**config.mk**
```make
export PLATFORM = sky130hd
export DESIGN_NAME = nn_node_polar_stanh
export DESIGN_NICKNAME = d
export VERILOG_FILES = /design/src/rtl/nn_node_pkg.sv /design/src/rtl/nn_sat_counter.sv /design/src/rtl/nn_node_polar_stanh.sv
export SDC_FILE = /design/constraint.sdc
export NUM_CORES = 1
export LEC_CHECK = 0
export ABC_AREA = 0
export CORE_UTILIZATION = 38
export CTS_BUF_LIST = sky130_fd_sc_hd__clkbuf_16
export DETAILED_ROUTE_END_ITERATION = 10
export PLACE_DENSITY = 0.71
export SLEW_MARGIN = 0
export SYNTH_ARGS = -nofsm -noshare
export SYNTH_HDL_FRONTEND = slang
export SYNTH_SLANG_ARGS = --single-unit
```
**constraint.sdc**
```tcl
create_clock -name CLK -period 2.3 [get_ports CLK]
set_input_delay 0.345 -clock CLK [delete_from_list [all_inputs] [get_ports CLK]]
set_output_delay 0.345 -clock CLK [all_outputs]
set_load 0.02 [all_outputs]
```
**src/rtl/nn_node_pkg.sv**
```systemverilog
`default_nettype none
// ============================================================================
// Module   : nn_node_pkg
// Brief    : Shared mode constants and signed clamp helper for the polar
//            stochastic tanh node.
// Revision : 1.0
// ============================================================================
package nn_node_pkg;

  localparam int MODE_OR  = 0;
  localparam int MODE_SUM = 1;

  function automatic int sat_clamp(input int v, input int lo, input int hi);
    if (v < lo)
      return lo;
    else if (v > hi)
      return hi;
    else
      return v;
  endfunction

endpackage
`default_nettype wire

```
**src/rtl/nn_sat_counter.sv**
```systemverilog
`default_nettype none
// ============================================================================
// Module   : nn_sat_counter
// Brief    : Saturating up/down state counter with upper-half threshold output.
// Revision : 1.0
// ============================================================================
module nn_sat_counter
  import nn_node_pkg::*;
#(
  parameter int STATES = 16,
  parameter int SW     = 4
) (
  input  logic                 clk,
  input  logic                 rst_n,
  input  logic                 i_en,
  input  logic signed [SW-1:0] i_step,
  output logic                 o_a_next,
  output logic                 o_a_out
);

  localparam int SBW = $clog2(STATES);
  localparam logic [SBW-1:0] C_MID = SBW'(STATES / 2);

  logic [SBW-1:0] r_state;
  logic [SBW-1:0] w_state_next;
  int             w_sum;

  // Clamp in full int range so large negative steps never wrap the state.
  always_comb begin
    w_sum        = sat_clamp(int'(r_state) + int'(i_step), 0, STATES - 1);
    w_state_next = SBW'(w_sum);
    o_a_next     = (w_state_next >= C_MID);
  end

  always_ff @(posedge clk or negedge rst_n) begin
    if (!rst_n) begin
      r_state <= C_MID;
      o_a_out <= 1'b0;
    end else if (i_en) begin
      r_state <= w_state_next;
      o_a_out <= o_a_next;
    end
  end

endmodule
`default_nettype wire

```
**src/rtl/nn_node_polar_stanh.sv**
```systemverilog
`default_nettype none
// ============================================================================
// Module   : nn_node_polar_stanh
// Brief    : Polar stochastic neuron: signed weight/bias combine, saturating
//            tanh FSM activation and windowed ones-count estimator.
// Revision : 1.0
// ============================================================================
module nn_node_polar_stanh
  import nn_node_pkg::*;
#(
  parameter int N      = 4,
  parameter int STATES = 16,
  parameter int MODE   = 0,
  parameter int WIN    = 256
) (
  input  logic                       CLK,
  input  logic                       INIT,
  input  logic                       EN,
  input  logic [N-1:0]               a,
  input  logic [N-1:0]               alpha,
  input  logic [N-1:0]               SIGN_alpha,
  input  logic                       beta,
  input  logic                       SIGN_beta,
  output logic                       z,
  output logic                       a_out,
  output logic [$clog2(WIN+1)-1:0]   win_count,
  output logic                       win_valid
);

  localparam int SW = $clog2(N + 2) + 1;
  localparam int CW = $clog2(WIN);
  localparam int OW = $clog2(WIN + 1);
  localparam logic [CW-1:0] C_LAST = CW'(WIN - 1);

  logic [N:0]           w_pos;
  logic [N:0]           w_neg;
  logic                 w_zpos;
  logic                 w_zneg;
  logic signed [SW-1:0] w_step;
  logic                 w_a_next;
  logic [OW-1:0]        w_ones_next;

  logic [CW-1:0]        r_cyc;
  logic [OW-1:0]        r_ones;

  // Bias occupies the top bit of each polarity set.
  assign w_pos  = {beta & ~SIGN_beta, a & alpha & ~SIGN_alpha};
  assign w_neg  = {beta &  SIGN_beta, a & alpha &  SIGN_alpha};
  assign w_zpos = |w_pos;
  assign w_zneg = |w_neg;
  assign z      = w_zpos & ~w_zneg;

  if (MODE == MODE_SUM) begin : g_mode_sum
    int w_npos;
    int w_nneg;
    always_comb begin
      w_npos = 0;
      w_nneg = 0;
      for (int i = 0; i <= N; i++) begin
        w_npos += int'(w_pos[i]);
        w_nneg += int'(w_neg[i]);
      end
      w_step = SW'(w_npos - w_nneg);
    end
  end else begin : g_mode_or
    always_comb begin
      w_step = SW'(0);
      if (w_zpos & ~w_zneg)
        w_step = SW'(1);
      else if (w_zneg & ~w_zpos)
        w_step = SW'(-1);
    end
  end

  nn_sat_counter #(
    .STATES (STATES),
    .SW     (SW)
  ) u_sat_counter (
    .clk      (CLK),
    .rst_n    (INIT),
    .i_en     (EN),
    .i_step   (w_step),
    .o_a_next (w_a_next),
    .o_a_out  (a_out)
  );

  assign w_ones_next = r_ones + OW'(w_a_next);

  // The closing cycle's own activation bit is folded into the published count.
  always_ff @(posedge CLK or negedge INIT) begin
    if (!INIT) begin
      r_cyc     <= '0;
      r_ones    <= '0;
      win_count <= '0;
      win_valid <= 1'b0;
    end else begin
      win_valid <= 1'b0;
      if (EN) begin
        if (r_cyc == C_LAST) begin
          win_count <= w_ones_next;
          win_valid <= 1'b1;
          r_cyc     <= '0;
          r_ones    <= '0;
        end else begin
          r_cyc  <= r_cyc + 1'b1;
          r_ones <= w_ones_next;
        end
      end
    end
  end

endmodule
`default_nettype wire

```
==> run_results.csv <==
group,metric,value,unit
status,status,"finished, violations left",
status,violations,"setup timing",
placement,postPlaceCellArea,0.00237,mm2
timing,max_slew_margin,72.8,%
yosys,ys_types,45,
routing,met3_length,146,um
global_routing,grt_overflow,0,
routing,final_antenna_net_count,0,
floorplanning,die_h,72.1,um
floorplanning,pin_count,29,
final_layout,design_area,0.00275,mm2
global_routing,grt_pass1_wl,6460,um
final_layout,seq_area,802,um2
worst_setup_path,cpMaxStageDelayCell,"or3_4",
routing,wire_per_inst,12.9,um
worst_setup_path,cp_data_arrival_time,2.96,ns
final_layout,nFillCells,416,
worst_setup_path,ff2ff_setup_slack,-0.14,ns
final_layout,final_common_cell,"dfrtp_1",
timing,finalSetupViolCount,16,
cts,clkLatencyLatePin,0.28,ns
timing,setup_ws,-0.498,ns
worst_setup_path,path_class,"input pin to flop",
worst_setup_path,worstPathRequired,2.46,ns
routing,top_layer_used,"met4",
yosys,synth_enable_flop_cells,0,
global_routing,grt_max_degree,33,
worst_setup_path,path_cells,"buf_6 > a32oi_2 > and4_4 > ha_4 > inv_2 > ha_4 > nor4b_4 > or3_4 > o211ai_2 > a21boi_1 > ha_2 > ha_4 > nand3_4 > xor2_2 > nor2_1 > mux2_4",
global_routing,antenna_found_initial,0,
worst_setup_path,path_max_fanout,3,
worst_setup_path,max_stage_delay,0.40,ns
yosys,yosysSeqAreaShare,43.0,%
timing,rsz0062_at_grt,"yes",
timing,max_freq,357,MHz
worst_setup_path,crit_family,"simple AND/OR/NAND/NOR gates",
timing,fin_crit,2.80,ns
routing,dr.pass1.iters,4,
final_layout,multiInputGateArea,0.00125,mm2
hold_path,worstHoldPathType,"input pin to asynchronous set/reset pin",
placement,gp_congestion,0.827,
timing,fin_worst_hold_slack,0.462,ns
yosys,ys_seq_elements,32,
yosys,synth_nets,221,
cts,clkTransAtPathRegs,0.05,ns
placement,hpwl,2770,um
yosys,yosys_warnings,0,
final_layout,antennaDiodeCount,0,
routing,drt_iter0_markers,97,
cts,numClockSinks,32,
final_layout,utilization,58.1,%
worst_setup_path,reg2regPathDepth,11,
cts,cts_buffers,5,
worst_setup_path,critical_path_depth,16,
timing,finClkSkew,0.00267,ns
final_layout,nNetsFinal,271,
worst_setup_path,cp_common_cell,"ha_4",
pwr,powerDensity,924,mW/mm2
yosys,yosysTopAreaCell,"dfrtp_1",
cts,cts_buffer_depth,2,
floorplanning,dieArea,0.00519,mm2
placement,place.port_buffers,28,
pwr,p_leak,0.00118,uW
global_routing,track_usage,15.9,%
routing,met1Wirelength,1780,um
routing,vias_per_cell,5.14,
yosys,yosys.area.top_type_share,41.6,%
yosys,synth_cells,196,
routing,vias,1615,
yosys,synth.area.top_cells,"dfrtp_1, ha_1, o21ai_0, nand2_1, xnor2_1",
final_layout,syn_to_final_growth,47.2,%
cts,tritoncts,"done",
floorplanning,start_util,39.5,%
timing,fin_crit_sh,122,%
worst_setup_path,critPathBufInv,2,
floorplanning,core_area,0.00472,mm2
cts,root_buffer,"clkbuf_16",
final_layout,layout_common_cells,"dfrtp_1, buf_4, nand2_1",
routing,wl,4040,um
pwr,worst_ir_drop_vdd,0.368,mV
global_routing,grt_pass1_vias,1508,
final_layout,drive_gt1_share,37.7,%
timing,final_max_slew_viol_count,0,
worst_setup_path,start_kind,"input pin",
worst_setup_path,end_kind,"flop",
yosys,synthArstFlopShare,100,%
yosys,synth_ff_type,"dfrtp_1",
cts,h-tree-depth,2,
floorplanning,rows,25,
timing,worst_pin_slew,0.409,ns
floorplanning,die_w,72.1,um
routing,post-route-drc-count,0,
yosys,syn_avg_cell_area,9.52,um2
routing,wl_met2,2070,um
yosys,netlist_area,0.00187,mm2
flow_run,maxCapViolations,0,
timing,hold_violations,0,
## cell families (layout without fill, tap and decap cells)
family          count (synthesis)  count (layout)  synth area share, %
simple gates                   77              77                 22.3
xor+xnor                       14              14                 6.57
fa+ha+maj                       8               8                 5.37
buf+inv                        19              70                 5.03
compound gates                 42              42                 15.4
flops                          32              32                 43.0
mux                             4               4                 2.35
## metal layers
layer | up-vias | global-route usage, %
met1 | 780 | 19.3
met2 | 29 | 26.3
li1 | 800 | -
met3 | 6 | 4.72
met5 | - | 0
met4 | 0 | 6.75
## Yosys cell counts, types with 2 or more instances
cell,n
nand3_1,10
clkbuf_1,2
nor4_1,3
a21oi_1,4
nand3b_1,4
mux2_2,3
buf_2,3
and3_1,2
nand2_1,24
dfrtp_1,31
ha_1,8
o22ai_1,2
nor2_1,9
nor3_1,5
or3_1,2
a22o_1,6
buf_4,3
inv_1,10
xor2_1,4
nand4_1,5
xnor2_1,10
o21ai_0,20
a31oi_1,2
and4_1,3
## report_power, final
group | leakage [uW] | internal (uW) | switching (uW)
sequential | 0.000411 | 696 | 195
clock | 0.0000710 | 392 | 225
combinational | 0.000697 | 567 | 462
total | 0.00118 | 1660 | 883
## state kept, by name, summed over array words and instances, names as in the netlist
signal                 flops
r_ones                     9
win_count                  9
r_cyc                      8
u_sat_counter.r_state      4
u_sat_counter.o_a_out      1
win_valid                  1
## worst register-to-register path, stage by stage, from the launching register on
cell and delay (ns):
dfrtp_1 0.48, buf_4 0.20, nor4b_4 0.05, or3_4 0.40
o211ai_2 0.16, a21boi_1 0.09, ha_2 0.21, ha_4 0.18
nand3_4 0.08, xor2_2 0.16, nor2_1 0.06, mux2_4 0.26
## metrics by stage
stage                     worst slack, ns  setup TNS, ns  power [uW]  std cells
after floorplan                    -0.653          -7.67        1390        196
after global placement              -1.16         -18.65        1660        302
after detailed placement            -1.21         -19.73        1680        302
after CTS                          -0.455          -5.15        2420        313
after global routing               -0.610          -8.05        2700        314
final                              -0.498          -5.82        2540        314
## path summary, 6_finish.rpt
| check | startpoint | to |
|---|---|---|
| max | SIGN_alpha[1] | r_ones[4] |
| min | INIT | u_sat_counter.o_a_out |
| max reg2reg | u_sat_counter.r_state[1] | r_ones[4] |
| min reg2reg | win_count[0] | win_count[0] |
| max in group asynchronous | INIT | u_sat_counter.r_state[3] |
| min in group CLK | win_count[0] | win_count[0] |
## timing repair
item / in CTS / in global routing
pin swaps: 15 / 14
endpoints found under the hold margin: 0 / 0
resized for setup: 68 / 37
hold buffers: 0 / 0
buffers inserted: 3 / 1
endpoints found under the setup margin: 23 / 18
## cell type report
type,count,share of cell area [%]
Multi-Input combinational cell,145,45.5
Inverter,10,1.37
Timing Repair Buffer,52,15.8
Clock buffer,5,4.56
Tap cell,67,3.05
Sequential cell,32,29.2
Clock inverter,3,0.501
Power figures use the tool's default switching activity.
